[src/rtl/phase_sequencer_ctrl.sv]
// VeriRISC control unit: 8-phase instruction sequencer with HALTED/resume and a retired-instruction count.
// Optional memory-wait stall is compiled in with CTRL_STALL_EN (default build: fixed 8 cycles per instruction).
module phase_sequencer_ctrl #(
   parameter int OPC_W = 3,
   parameter int CNT_W = 16
) (
   input  logic             clk,
   input  logic             rst,
   input  logic [OPC_W-1:0] opcode,
   input  logic             zero,
   input  logic             mem_ready,
   input  logic             resume,
   output logic             sel,
   output logic             rd,
   output logic             ld_ir,
   output logic             halt,
   output logic             inc_pc,
   output logic             ld_ac,
   output logic             wr,
   output logic             ld_pc,
   output logic             data_e,
   output logic [2:0]       phase,
   output logic             halted,
   output logic [CNT_W-1:0] instr_cnt
);

   localparam logic [2:0] OP_HLT = 3'd0;
   localparam logic [2:0] OP_SKZ = 3'd1;
   localparam logic [2:0] OP_ADD = 3'd2;
   localparam logic [2:0] OP_AND = 3'd3;
   localparam logic [2:0] OP_XOR = 3'd4;
   localparam logic [2:0] OP_LDA = 3'd5;
   localparam logic [2:0] OP_STO = 3'd6;
   localparam logic [2:0] OP_JMP = 3'd7;

   typedef enum logic {ST_RUN = 1'b0, ST_HALTED = 1'b1} state_t;

   state_t           state_q, state_d;
   logic [2:0]       phase_q, phase_d;
   logic [CNT_W-1:0] cnt_q, cnt_d;

   logic       op_known;
   logic [2:0] op;
   logic       is_alu, is_hlt, is_skz, is_jmp, is_sto;
   logic       stall;

   // Wider opcodes with any bit above the low three set decode as NOP.
   assign op_known = ((opcode >> 3) == '0);
   assign op       = opcode[2:0];
   assign is_alu   = op_known && (op == OP_ADD || op == OP_AND || op == OP_XOR || op == OP_LDA);
   assign is_hlt   = op_known && (op == OP_HLT);
   assign is_skz   = op_known && (op == OP_SKZ);
   assign is_jmp   = op_known && (op == OP_JMP);
   assign is_sto   = op_known && (op == OP_STO);

`ifndef CTRL_STALL_EN
   logic unused_mem_ready;
   assign unused_mem_ready = mem_ready;
`endif

   always_ff @(posedge clk) begin
      if (rst) begin
         state_q <= ST_RUN;
         phase_q <= 3'd0;
         cnt_q   <= '0;
      end else begin
         state_q <= state_d;
         phase_q <= phase_d;
         cnt_q   <= cnt_d;
      end
   end

   always_comb begin
      state_d = state_q;
      phase_d = phase_q;
      cnt_d   = cnt_q;
      sel     = 1'b0;
      rd      = 1'b0;
      ld_ir   = 1'b0;
      halt    = 1'b0;
      inc_pc  = 1'b0;
      ld_ac   = 1'b0;
      wr      = 1'b0;
      ld_pc   = 1'b0;
      data_e  = 1'b0;
      stall   = 1'b0;

      case (state_q)
         ST_RUN: begin
            case (phase_q)
               3'd0: sel = 1'b1;
               3'd1: begin sel = 1'b1; rd = 1'b1; end
               3'd2, 3'd3: begin sel = 1'b1; rd = 1'b1; ld_ir = 1'b1; end
               3'd4: begin inc_pc = 1'b1; halt = is_hlt; end
               3'd5: rd = is_alu;
               3'd6: begin
                  rd     = is_alu;
                  inc_pc = is_skz && zero;
                  ld_pc  = is_jmp;
                  data_e = is_sto;
               end
               default: begin
                  rd     = is_alu;
                  ld_ac  = is_alu;
                  ld_pc  = is_jmp;
                  wr     = is_sto;
                  data_e = is_sto;
               end
            endcase

`ifdef CTRL_STALL_EN
            // Memory-facing phases wait for mem_ready; side-effect strobes are held off until then.
            stall = (rd || wr) && !mem_ready && (phase_q != 3'd0) && (phase_q != 3'd4);
            if (stall) begin
               ld_ir  = 1'b0;
               ld_ac  = 1'b0;
               wr     = 1'b0;
               ld_pc  = 1'b0;
               inc_pc = 1'b0;
            end
`endif

            if (stall) begin
               phase_d = phase_q;
            end else if (phase_q == 3'd4 && is_hlt) begin
               state_d = ST_HALTED;
               phase_d = 3'd0;
               cnt_d   = cnt_q + 1'b1;
            end else begin
               phase_d = phase_q + 3'd1;
               if (phase_q == 3'd7) cnt_d = cnt_q + 1'b1;
            end
         end
         default: begin
            halt = 1'b1;
            if (resume) begin
               state_d = ST_RUN;
               phase_d = 3'd0;
            end
         end
      endcase
   end

   assign phase     = phase_q;
   assign halted    = (state_q == ST_HALTED);
   assign instr_cnt = cnt_q;

endmodule
[config.mk]
export PLATFORM = sky130hd
export DESIGN_NAME = phase_sequencer_ctrl
export DESIGN_NICKNAME = d
export VERILOG_FILES = /design/src/rtl/phase_sequencer_ctrl.sv
export SDC_FILE = /design/constraint.sdc
export NUM_CORES = 1
export LEC_CHECK = 0
export CORE_MARGIN = 2
export CORE_UTILIZATION = 52
export CTS_BUF_LIST = sky130_fd_sc_hd__clkbuf_4
export CTS_CLUSTER_DIAMETER = 100
export DETAILED_ROUTE_END_ITERATION = 10
export PLACE_DENSITY = 0.87
export SLEW_MARGIN = 20
export SYNTH_ARGS = -nofsm -noshare
export SYNTH_HDL_FRONTEND = slang
export SYNTH_SLANG_ARGS = --single-unit
[constraint.sdc]
create_clock -name clk -period 2.85 [get_ports clk]
set_clock_uncertainty 0.1 [all_clocks]
set_input_delay 0.285 -clock clk [delete_from_list [all_inputs] [get_ports clk]]
set_output_delay 0.285 -clock clk [all_outputs]
set_load 0.01 [all_outputs]
# ---- After elaboration in Yosys (flattened, before gate mapping)
# Index checks and enable logic that the tools add are counted.
dict set report totals {
  word_cells 62
  input_bits 8
  regBits 20
}
dict set report op_classes {
  muxes 26
  eq_ne 15
  addsub 2
  bitwise 1
  n_reduce_logical 15
}
# operator n
set ops {}
lappend ops {{2-to-1 mux 16 bit} 2}
lappend ops {{equality test 3 bit (second input constant)} 8}
lappend ops {{2-to-1 mux 1 bit} 19}
lappend ops {{adder 16 x 1 -> 16 bit (second input constant)} 1}
lappend ops {{equality test 3 x 2 -> 1 bit (second input constant)} 4}
lappend ops {{2-to-1 mux 3 bit} 3}
lappend ops {{OR reduction 7 bit} 1}
lappend ops {{equality test 3 x 1 -> 1 bit (second input constant)} 2}
lappend ops {{logical NOT 3 bit} 2}
lappend ops {{OR reduction 6 bit} 1}
lappend ops {{case mux 1 bit (2 select lines)} 2}
lappend ops {{OR reduction 2 bit} 2}
lappend ops {{OR reduction 4 bit} 1}
lappend ops {{adder 3 x 1 -> 3 bit (second input constant)} 1}
lappend ops {{logical OR 1 bit} 3}
lappend ops {{OR reduction 3 bit} 1}
lappend ops {{logical AND 1 bit} 2}
lappend ops {{inequality test 2 bit (second input constant)} 1}
lappend ops {{AND reduction 2 bit} 1}
lappend ops {{nonzero test 2 bit} 1}
lappend ops {{inverter 1 bit} 1}

# ---- Longest topological paths before layout
# Gate-level depths: netlist of run 1.
dict set report depth {
  depth_word 6
  depth_mapped 7
  mapped_depth_nobuf 6
}

# ---- Least setup slack after synthesis of run 1
# No wires, ideal clock.
dict set report synth_path {
  path_kind {register to output}
  startpoint {reg phase_q[0], in the netlist phase[0]}
  endpoint {out wr}
  stages_incl_launch_ff 7
  t_required_ps 2465
  arrival_time_ps 1660
  path_buffers 0
  path_slack_ps 805
  path_cell_list {dfxtp_1 inv_1 ha_1 nor2_1 o211ai_1 nor3_1 a21boi_0}
}
dict set report synth_between {
  elab_chain_cells 4
}
# element line
set synth_rtl {}
lappend synth_rtl {{start, declared} 39} ;# logic [2:0] phase_q, phase_d;
lappend synth_rtl {{start signal, assigned} 68} ;# phase_q <= phase_d;
lappend synth_rtl {{equality test 3 bit (tied with other cells)} 90} ;# case (phase_q)
lappend synth_rtl {{OR reduction 7 bit (no source line) (*)} --}
lappend synth_rtl {{2-to-1 mux 1 bit (*)} 90}
lappend synth_rtl {{2-to-1 mux 1 bit (*)} 88} ;# case (state_q)
lappend synth_rtl {{end, declared} 19} ;# output logic wr,
# Every way passes the cells marked *; elsewhere a longest branch is shown, timed or not.

# ---- Worst setup path in the final report of run 1
# Same ends and word-level chain as after synthesis.

==> metrics, run 1 <==
initial antenna violation count=0; P_leak=between 0.0005 and 0.0006 uW; status=completed; setup_tns=0 ns; r2r endpoint=instr_cnt[12]$_SDFFE_PP0P_; hold path start=instr_cnt[15]$_SDFFE_PP0P_; Worst-path clk slew=about 0.1 ns; PortBufs=35; min Tclk post-route=about 2.7 ns; DR WL/cell=approximately 15 um; clock buffer depth=2; clock tree from TritonCTS=yes; antenna diode count=0; vias post-DR=about 1,300; Adder-Cell Fraction of Synth Area=0.0821; CP arrival=between 2 and 2.5 ns; initial drt markers=30; gr usage total=0.236; Final Max Tran Viols=0; met2 Use GR=0.383; number of routed nets with antenna violations=0; Mapped Cells=about 150; CP Capture Type=primary output; gr ovfl total=0; CORE AREA=~2200 um2; Async SR Flop Fraction=0; drt total wl=approximately 3.1 mm; mux contribution to synthesized area=0; First-pass DRT Iterations=4; synth unique cells=33; number of synthesis warnings=0; area share of the largest cell type after synthesis=0.329; Max Fclk=between 300 and 400 MHz; commonest non-fill, non-tap cell in the layout=clkdlybuf4s50_1; Std-Cell Rows=17; PD cells=around 330 nW/um2; Pwr Total=539 uW; RSZ-0062 raised after global routing=no; final setup vio count=0; H-tree Lvls=1; first-pass GRT wire length=4.86 mm; R2R depth=6; delay-heaviest family, CP=buffers and inverters; main combinational cell family by area after synthesis=simple AND/OR/NAND/NOR gates; CP max stage delay=roughly 0.57 ns; Main synth FF type=dfxtp_1; Post-DP HPWL=approximately 2.3 mm; XOR/XNOR Fraction of Synth Area=0.00719; most frequent cells in the layout=clkdlybuf4s50_1 (35), a21oi_1 (21), dfxtp_1 (18); met1 Use GR=0.306; hold worst-path end=instr_cnt[15]$_SDFFE_PP0P_; Clock Tree Root=clkbuf_4; largest net degree at the start of global routing=21; number of buffers created by CTS=3; Post-synth EDFFs=0; die area=2750 um2; startpoint types=register; synthesis-to-layout area growth=34.4%; nets=200; vias in the first global route=roughly 1,100; CTS sink cnt=20; setup bufs post-CTS=0; Syn Std Cell Area=around 1200 um2; Place WS=roughly 0.30 ns; slowest CP cell=clkdlybuf4s50_1; Slew headroom=0.463; layout cell share with drive strength beyond 1=0.104; Initial Util=0.551; Setup WS post-layout=roughly 0.17 ns; M3 GR Usage=0.0429; hold path depth=2; Crit path buffers/inverters=2; top post-synthesis cells by area=dfxtp_1 (33%), a21oi_1 (8.6%), ha_1 (8.2%); FF-to-FF Start=phase[0]$_SDFFE_PP0P_; CP Max Fanout=5; Worst-Skew Late Latency=between 0.3 and 0.4 ns; Die W=between 50 and 60 um; IO Pins=37; die span in y=approximately 52 um; CP cell instances=inv_1 > ha_1 > nor2_1 > o211ai_1 > nor3_2 > a21boi_0 > clkdlybuf4s50_1; Synthesized Nets=around 170; most used routing layer=met2; Crit path required time=2.47 ns; drt drc=0; area leader, netlist=dfxtp_1; Seq cells post-synth=20; post-synthesis simple-gate area fraction=0.312; WHS=0.392 ns; vias per inst=roughly 6; sequential fraction of the synthesis area=0.329; Worst VDD drop=~0.33 mV; Worst Max-Slew Pin Slew=about 0.8 ns; final worst path period share=0.939; Worst Hold Class=register to register; compound-gate portion of the synthesized area=0.227; synthesized area per cell=a little over 8 um2; Reg2Reg Setup Slack=approximately 0.52 ns; global placer's final weighted congestion=roughly 0.84; crit path kind=register to primary output; max_cap viols=0; Hold Vio Cnt, Final=0
-- worst max path at each step --
stage                                startpoint                    endpoint  slack (ns)  depth (start not counted)
after floorplan           phase[0]$_SDFFE_PP0P_                          wr        0.81                          6
after global placement                opcode[1]  instr_cnt[14]$_SDFFE_PP0P_        0.39                          6
after detailed placement              opcode[1]  instr_cnt[12]$_SDFFE_PP0P_        0.30                          6
after CTS                 phase[0]$_SDFFE_PP0P_                          wr        0.08                          7
after global routing      phase[0]$_SDFFE_PP0P_                          wr        0.04                          7
final                     phase[0]$_SDFFE_PP0P_                          wr        0.17                          7
-- where the power goes --
group	switching (uW)	internal, uW	leakage [uW]
combinational	52.7	56.1	0.000373
clock	88.0	51.1	0.0000154
sequential	7.25	284	0.000162
total	148	392	0.000551
-- metal layers --
layer / wire length, um / vias up
met1: 1450 / 598
li1: - / 637
met5: 0 / -
met4: 49 / 0
met3: 99 / 6
met2: 1480 / 28
-- tightest hold or removal path: cells and delay by family (launching register included) --
kind / cells / cell delay, ns
AOI/OAI and AO/OA: 2 / 0.13
DFF: 1 / 0.33
-- registers in the layout (all words and copies together) (netlist names) --
name,flops
phase,3
halted,1
instr_cnt,16
-- repair_timing --
item / in CTS / in global routing
hold buffers: 0 / 0
gates resized for setup: 0 / 3
setup endpoints to repair: 0 / 1
-- through the flow --
| stage | cell area [um2] | cells | utilization |
|---|---|---|---|
| after floorplan | 1220 | 149 | - |
| after global placement | 1600 | 207 | 0.725 |
| after detailed placement | 1600 | 207 | 0.725 |
| after CTS | 1630 | 211 | 0.737 |
| after global routing | 1640 | 211 | 0.740 |
| final | 1640 | 211 | 0.740 |
-- cell families (layout without fill, tap and decap cells) --
group,count (synthesis),count (layout)
AOI/OAI and AO/OA,44,44
xor gates and xnor gates,1,1
DFF,20,20
buffers and inverters,14,48
adders and majority gates,8,8
and+or+nand+nor,62,62
-- synth_stat cells (all sizes together), types with 2 or more instances --
library cell  instances
nand2b                3
a41oi                 2
o31ai                10
nor2                 10
nand2                10
nand4                 2
ha                    8
or2                   2
clkbuf                8
inv                   6
dfxtp                20
or4                  11
or4b                  3
or3                   5
nand3                 7
a21oi                21
and3                  3
o41ai                 2
o21ai                 4
nor3                  3
-- final cells by class --
type / count / area, um2
clock buffers: 3 / 22.5
clock inverters: 1 / 3.75
fillers: 187 / 574
inverters: 6 / 22.5
multi-input cells: 115 / 778
flip-flops and latches: 20 / 403
well taps: 28 / 35.0
repair buffers: 38 / 373
(Power assumes the default switching activity.)
==> run 2, diff against run 1 <==
--- a/config.mk
+++ b/config.mk
@@ -6,11 +6,11 @@
 export NUM_CORES = 1
 export LEC_CHECK = 0
 export CORE_MARGIN = 2
-export CORE_UTILIZATION = 52
+export CORE_UTILIZATION = 48
 export CTS_BUF_LIST = sky130_fd_sc_hd__clkbuf_4
 export CTS_CLUSTER_DIAMETER = 100
 export DETAILED_ROUTE_END_ITERATION = 10
-export PLACE_DENSITY = 0.87
+export PLACE_DENSITY = 0.82
 export SLEW_MARGIN = 20
 export SYNTH_ARGS = -nofsm -noshare
 export SYNTH_HDL_FRONTEND = slang
==> constraint.sdc (replaced) <==
create_clock -name clk -period 2.8 [get_ports clk]
set_clock_uncertainty 0.1 [all_clocks]
set_input_delay 0.28 -clock clk [delete_from_list [all_inputs] [get_ports clk]]
set_output_delay 0.28 -clock clk [all_outputs]
set_load 0.01 [all_outputs]
==> run 2 against run 1 <==
Effect of this change:
- final area up 0.15%
- critical endpoint unchanged
- largest cell class unchanged
- die area grew 7.7%
- cell count grew 0.95%
- sequential cell count is the same
- critical path type unchanged
- sequential power rose by 2%
- total power is 1.3% higher
- clock power is essentially flat
- combinational power hardly changed
- sequential share of layout area barely moved
- worst setup slack got worse by 0.012 ns
- worst hold slack got worse by 0.0045 ns
- core utilization down 6.6 points
==> metrics, run 2 (synthesis gave the netlist of run 1 again) <==
status=completed (unchanged); H-tree Lvls=1 (unchanged); number of routed nets with antenna violations=0 (unchanged); drt drc=0 (unchanged); Largest register FFs=16 (unchanged); Reg2Reg Setup Slack=0.53 ns (was 0.52 ns); vias post-DR=1,276 (was 1,269); Filler cells=211 (was 187); PortBufs=35 (unchanged); P_leak=0.000552 uW (was 0.000551 uW); die span in y=54.4 um (was 52.4 um); max_cap viols=0 (unchanged); largest net degree at the start of global routing=21 (unchanged); hold path start=instr_cnt[15]$_SDFFE_PP0P_ (unchanged); CP arrival=2.26 ns (was 2.29 ns); Worst-Skew Late Latency=0.30 ns (was 0.31 ns); hold path depth=2 (unchanged); layout cell share with drive strength beyond 1=0.104 (unchanged); vias in the first global route=1,172 (was 1,101); clock tree from TritonCTS=yes (unchanged); CTS sink cnt=20 (unchanged); global placer's final weighted congestion=0.801 (was 0.844); CP Max Fanout=5 (unchanged); Worst Max-Slew Pin Slew=0.766 ns (was 0.806 ns); RSZ-0062 raised after global routing=no (unchanged); IO Pins=37 (unchanged); hold worst-path end=instr_cnt[15]$_SDFFE_PP0P_ (unchanged); Final Max Tran Viols=0 (unchanged); nets=200 (unchanged); CP Capture Type=primary output (unchanged); Worst Hold Class=register to register (unchanged); CTS Hold Bufs=0 (unchanged); crit path kind=register to primary output (unchanged); Crit path required time=2.42 ns (was 2.47 ns); Post-DP HPWL=2.26 mm (was 2.25 mm); FF-to-FF Start=phase[0]$_SDFFE_PP0P_ (unchanged); r2r endpoint=instr_cnt[13]$_SDFFE_PP0P_ (was instr_cnt[12]$_SDFFE_PP0P_); die area=2960 um2 (was 2750 um2); synthesis-to-layout area growth=34.6% (was 34.4%); startpoint types=register (unchanged); gr usage total=0.239 (was 0.236); first-pass GRT wire length=5.25 mm (was 4.86 mm); Clock Tree Root=clkbuf_4 (unchanged); CORE AREA=2430 um2 (was 2210 um2); min Tclk post-route=roughly 2.6 ns; setup bufs post-CTS=0 (unchanged); R2R depth=6 (unchanged); gr ovfl total=0 (unchanged); PD cells=333 nW/um2 (was 329 nW/um2); First-pass DRT Iterations=4 (unchanged); number of buffers created by CTS=3 (unchanged); Worst VDD drop=0.301 mV (was 0.331 mV); initial antenna violation count=0 (unchanged); DR WL/cell=14.8 um (was 14.6 um); initial drt markers=28 (was 30); final setup vio count=0 (unchanged); vias per inst=5.99 (was 6.01); WHS=0.388 ns (was 0.392 ns); Worst-path clk slew=0.11 ns (was 0.10 ns); setup_tns=0 ns (unchanged); clock buffer depth=2 (unchanged); most frequent cells in the layout=clkdlybuf4s50_1 (35), a21oi_1 (21), dfxtp_1 (18) (unchanged); Die W=54.4 um (was 52.4 um); drt total wl=3.16 mm (was 3.08 mm); antenna diode count=0 (unchanged); final worst path period share=0.942; Initial Util=0.501 (was 0.551); commonest non-fill, non-tap cell in the layout=clkdlybuf4s50_1 (unchanged); Std-Cell Rows=18 (was 17); Max Fclk=379 MHz; cts repair resizes=0 (unchanged); Hold Vio Cnt, Final=0 (unchanged); Slew headroom=0.488 (was 0.463)
## run 2: cell count changes in the layout (fill, tap and decap cells not counted)
cell	previous run	this run
a21boi_1	0	1
a21boi_0	1	0
## run 2: report_power, final
group	total, uW	leakage (uW)	switching (uW)	internal, uW
combinational	111	0.000375	53.7	57.0
sequential	297	0.000162	7.76	289
clock	138	0.0000154	86.6	51.9
total	546	0.000552	148	398
## run 2: per-stage QoR
step	instances	instance area [um2]	total power, uW	util	setup WS (ns)
final	213	1640	546	0.674	0.161
after global routing	213	1640	575	0.674	0.0298
after CTS	213	1630	549	0.671	0.0136
after detailed placement	209	1610	411	0.660	0.325
after global placement	209	1610	408	0.660	0.385
after floorplan	149	1220	357	-	0.760
## run 2: final cells by class
type / count / area, um2 / area share
multi-input cells: 115 / 778 / 0.474
flip-flops and latches: 20 / 403 / 0.246
repair buffers: 38 / 373 / 0.227
well taps: 30 / 37.5 / 0.0229
clock buffers: 3 / 22.5 / 0.0137
inverters: 6 / 22.5 / 0.0137
clock inverters: 1 / 3.75 / 0.00229
## run 2: worst max path at each step
stage / start / end / slack (ns)
2_1_floorplan: phase[0]$_SDFFE_PP0P_ / wr / 0.76
4_1_cts: phase[0]$_SDFFE_PP0P_ / wr / 0.01
5_1_grt: phase[0]$_SDFFE_PP0P_ / wr / 0.03
6_report: phase[0]$_SDFFE_PP0P_ / wr / 0.16
3_5_place_dp: opcode[1] / instr_cnt[13]$_SDFFE_PP0P_ / 0.33
3_3_place_gp: opcode[1] / instr_cnt[15]$_SDFFE_PP0P_ / 0.39
## run 2: metal layers
layer,wire (um),global-route usage
met1,1430,0.307
met2,1580,0.414
met3,149,0.0601
met4,0,0.0250
met5,0,0
## run 2: critical path, cell delays in order (launching register included)
cell	delay [ns]
dfxtp_2	0.39
inv_1	0.11
ha_1	0.23
nor2_1	0.09
o211ai_1	0.16
nor3_2	0.23
a21boi_1	0.19
clkdlybuf4s50_1	0.56
==> run 3, diff against run 2 <==
--- a/config.mk
+++ b/config.mk
@@ -10,7 +10,9 @@
 export CTS_BUF_LIST = sky130_fd_sc_hd__clkbuf_4
 export CTS_CLUSTER_DIAMETER = 100
 export DETAILED_ROUTE_END_ITERATION = 10
+export MAX_ROUTING_LAYER = met4
 export PLACE_DENSITY = 0.82
+export SETUP_SLACK_MARGIN = 0.2
 export SLEW_MARGIN = 20
 export SYNTH_ARGS = -nofsm -noshare
 export SYNTH_HDL_FRONTEND = slang
==> run 3 against run 2 <==
Effect of this change:
- global-route usage increased by 0.97 points
- core utilization up 0.15 points
- first-iteration DRC count shrank 3.6%
- largest cell class unchanged
- count of clock-buffer cells in the layout unchanged
- non-clock buffer count unchanged
- critical path type unchanged
- clock power is essentially flat
- sequential power about the same
- combinational power about the same
- cell count unchanged
- via count about the same
- total power is essentially flat
==> metrics, run 3 (synthesis gave the netlist of run 1 again) <==
Clock Tree Root=clkbuf_4 (unchanged); drt total wl=3.18 mm (was 3.16 mm); gr usage total=0.248 (was 0.239); Worst-path clk slew=0.11 ns (about the same); CP arrival=2.11 ns (was 2.26 ns); Largest register FFs=16 (unchanged); Worst-Skew Late Latency=0.29 ns (was 0.30 ns); synthesis-to-layout area growth=34.9% (was 34.6%); clock buffer depth=2 (unchanged); commonest non-fill, non-tap cell in the layout=clkdlybuf4s50_1 (unchanged); Worst Max-Slew Pin Slew=0.775 ns (was 0.766 ns); clock tree from TritonCTS=yes (unchanged); Worst Hold Class=register to register (unchanged); antenna diode count=0 (unchanged); Slew headroom=0.481 (was 0.488); global placer's final weighted congestion=0.812 (was 0.801); final cell count without fillers=213 (unchanged); initial antenna violation count=0 (unchanged); Crit path required time=2.42 ns (about the same); most frequent cells in the layout=clkdlybuf4s50_1 (34), a21oi_1 (21), dfxtp_1 (18) (was clkdlybuf4s50_1 (35), a21oi_1 (21), dfxtp_1 (18)); IO Pins=37 (unchanged); status=completed (unchanged); CORE AREA=2430 um2 (unchanged); CP cell instances=inv_1 > ha_1 > nor2_1 > o211ai_1 > a211oi_1 > clkdlybuf4s50_1 (was inv_1 > ha_1 > nor2_1 > o211ai_1 > nor3_2 > a21boi_1 > clkdlybuf4s50_1); RSZ-0062 raised after global routing=yes (was no); setup_tns=0 ns (unchanged); WHS=0.388 ns (about the same); die span in y=54.4 um (unchanged); gr ovfl total=0 (unchanged); CP max stage delay=0.57 ns (was 0.56 ns); cell count along the critical path=6 (was 7); delay-heaviest family, CP=buffers and inverters (unchanged); first-pass GRT wire length=5.33 mm (was 5.25 mm); CP Max Fanout=5 (unchanged); vias per inst=5.99 (about the same); min Tclk post-route=2.49 ns (was 2.64 ns); R2R depth=6 (unchanged); placed cell area=1610 um2 (unchanged); placed cell count=209 (unchanged); Final Max Tran Viols=0 (unchanged); Post-DP HPWL=2.26 mm (unchanged); startpoint types=register (unchanged); die area=2960 um2 (unchanged); Worst VDD drop=0.298 mV (was 0.301 mV); Place WS=0.325 ns (unchanged); Initial Util=0.501 (unchanged); H-tree Lvls=1 (unchanged); Setup WS post-layout=0.308 ns (was 0.161 ns); CTS sink cnt=20 (unchanged); CTS Hold Bufs=0 (unchanged); crit path kind=register to primary output (unchanged); PD cells=332 nW/um2 (was 333 nW/um2); largest net degree at the start of global routing=21 (unchanged); DR WL/cell=14.9 um (was 14.8 um); vias in the first global route=1,185 (was 1,172); drt drc=0 (unchanged); P_leak=0.000556 uW (was 0.000552 uW); initial drt markers=27 (was 28); slowest CP cell=clkdlybuf4s50_1 (unchanged); number of routed nets with antenna violations=0 (unchanged); max_cap viols=0 (unchanged); Hold Vio Cnt, Final=0 (unchanged); First-pass DRT Iterations=4 (unchanged); Max Fclk=401 MHz (was 379 MHz); hold path depth=2 (unchanged); Die W=54.4 um (unchanged); nets=200 (unchanged); number of buffers created by CTS=3 (unchanged); CP Capture Type=primary output (unchanged); vias post-DR=1,275 (was 1,276); final worst path period share=0.890 (was 0.942); Std-Cell Rows=18 (unchanged); final setup vio count=0 (unchanged); Crit path buffers/inverters=2 (unchanged); layout cell share with drive strength beyond 1=0.109 (was 0.104); PortBufs=35 (unchanged); final instance area=1640 um2 (about the same)
run 3: cell count changes in the layout (fill, tap and decap cells not counted):
cell	before	now
nor3_2	1	2
a21boi_0	0	1
nor3_1	2	1
clkdlybuf4s50_1	35	34
a21boi_1	1	0
dlygate4sd2_1	0	1
run 3: stage by stage:
step	total power (uW)	utilization
final	546	0.676
after detailed placement	411	0.660
after CTS	550	0.674
after floorplan	357	-
after global routing	575	0.676
after global placement	408	0.660
run 3: worst paths after layout:
path                                endpoint                        from  slack, ns
setup / recovery                       ld_ac       phase[0]$_SDFFE_PP0P_       0.31
hold / removal    instr_cnt[15]$_SDFFE_PP0P_  instr_cnt[15]$_SDFFE_PP0P_       0.39
setup reg to reg  instr_cnt[13]$_SDFFE_PP0P_       phase[0]$_SDFFE_PP0P_       0.52
hold reg to reg   instr_cnt[15]$_SDFFE_PP0P_  instr_cnt[15]$_SDFFE_PP0P_       0.39
run 3: tightest hold or removal path, cell delays in order, from the launching register on:
cell     delay [ns]
dfxtp_1        0.33
o31ai_1        0.07
a21oi_1        0.05
run 3: per-layer routing:
layer / track usage / part of all wire / up-vias
li1: - / - / 639
met1: 0.313 / 0.46 / 608
met2: 0.416 / 0.50 / 28
met3: 0.0601 / 0.042 / 0
met4: 0.0250 / 0 / 0
met5: - / 0 / -
run 3: report_power, final:
group / switching, uW / leakage [uW] / internal, uW / total (uW)
combinational: 54.6 / 0.000379 / 56.8 / 111
sequential: 7.96 / 0.000162 / 289 / 297
clock: 85.5 / 0.0000154 / 51.9 / 137
total: 148 / 0.000556 / 398 / 546
run 3: what timing repair did:
item                                    4_1_cts  5_1_grt
buffers inserted                              0        0
endpoints found under the setup margin        1        1
resized for setup                             4        1
run 3: final cells by class:
type	count	area [um2]
inverter	6	22.5
tap	30	37.5
fill	211	788
clock inverter	1	3.75
clock buffer	3	22.5
timing repair buffer	38	372
sequential	20	403
multi-input combinational	115	783
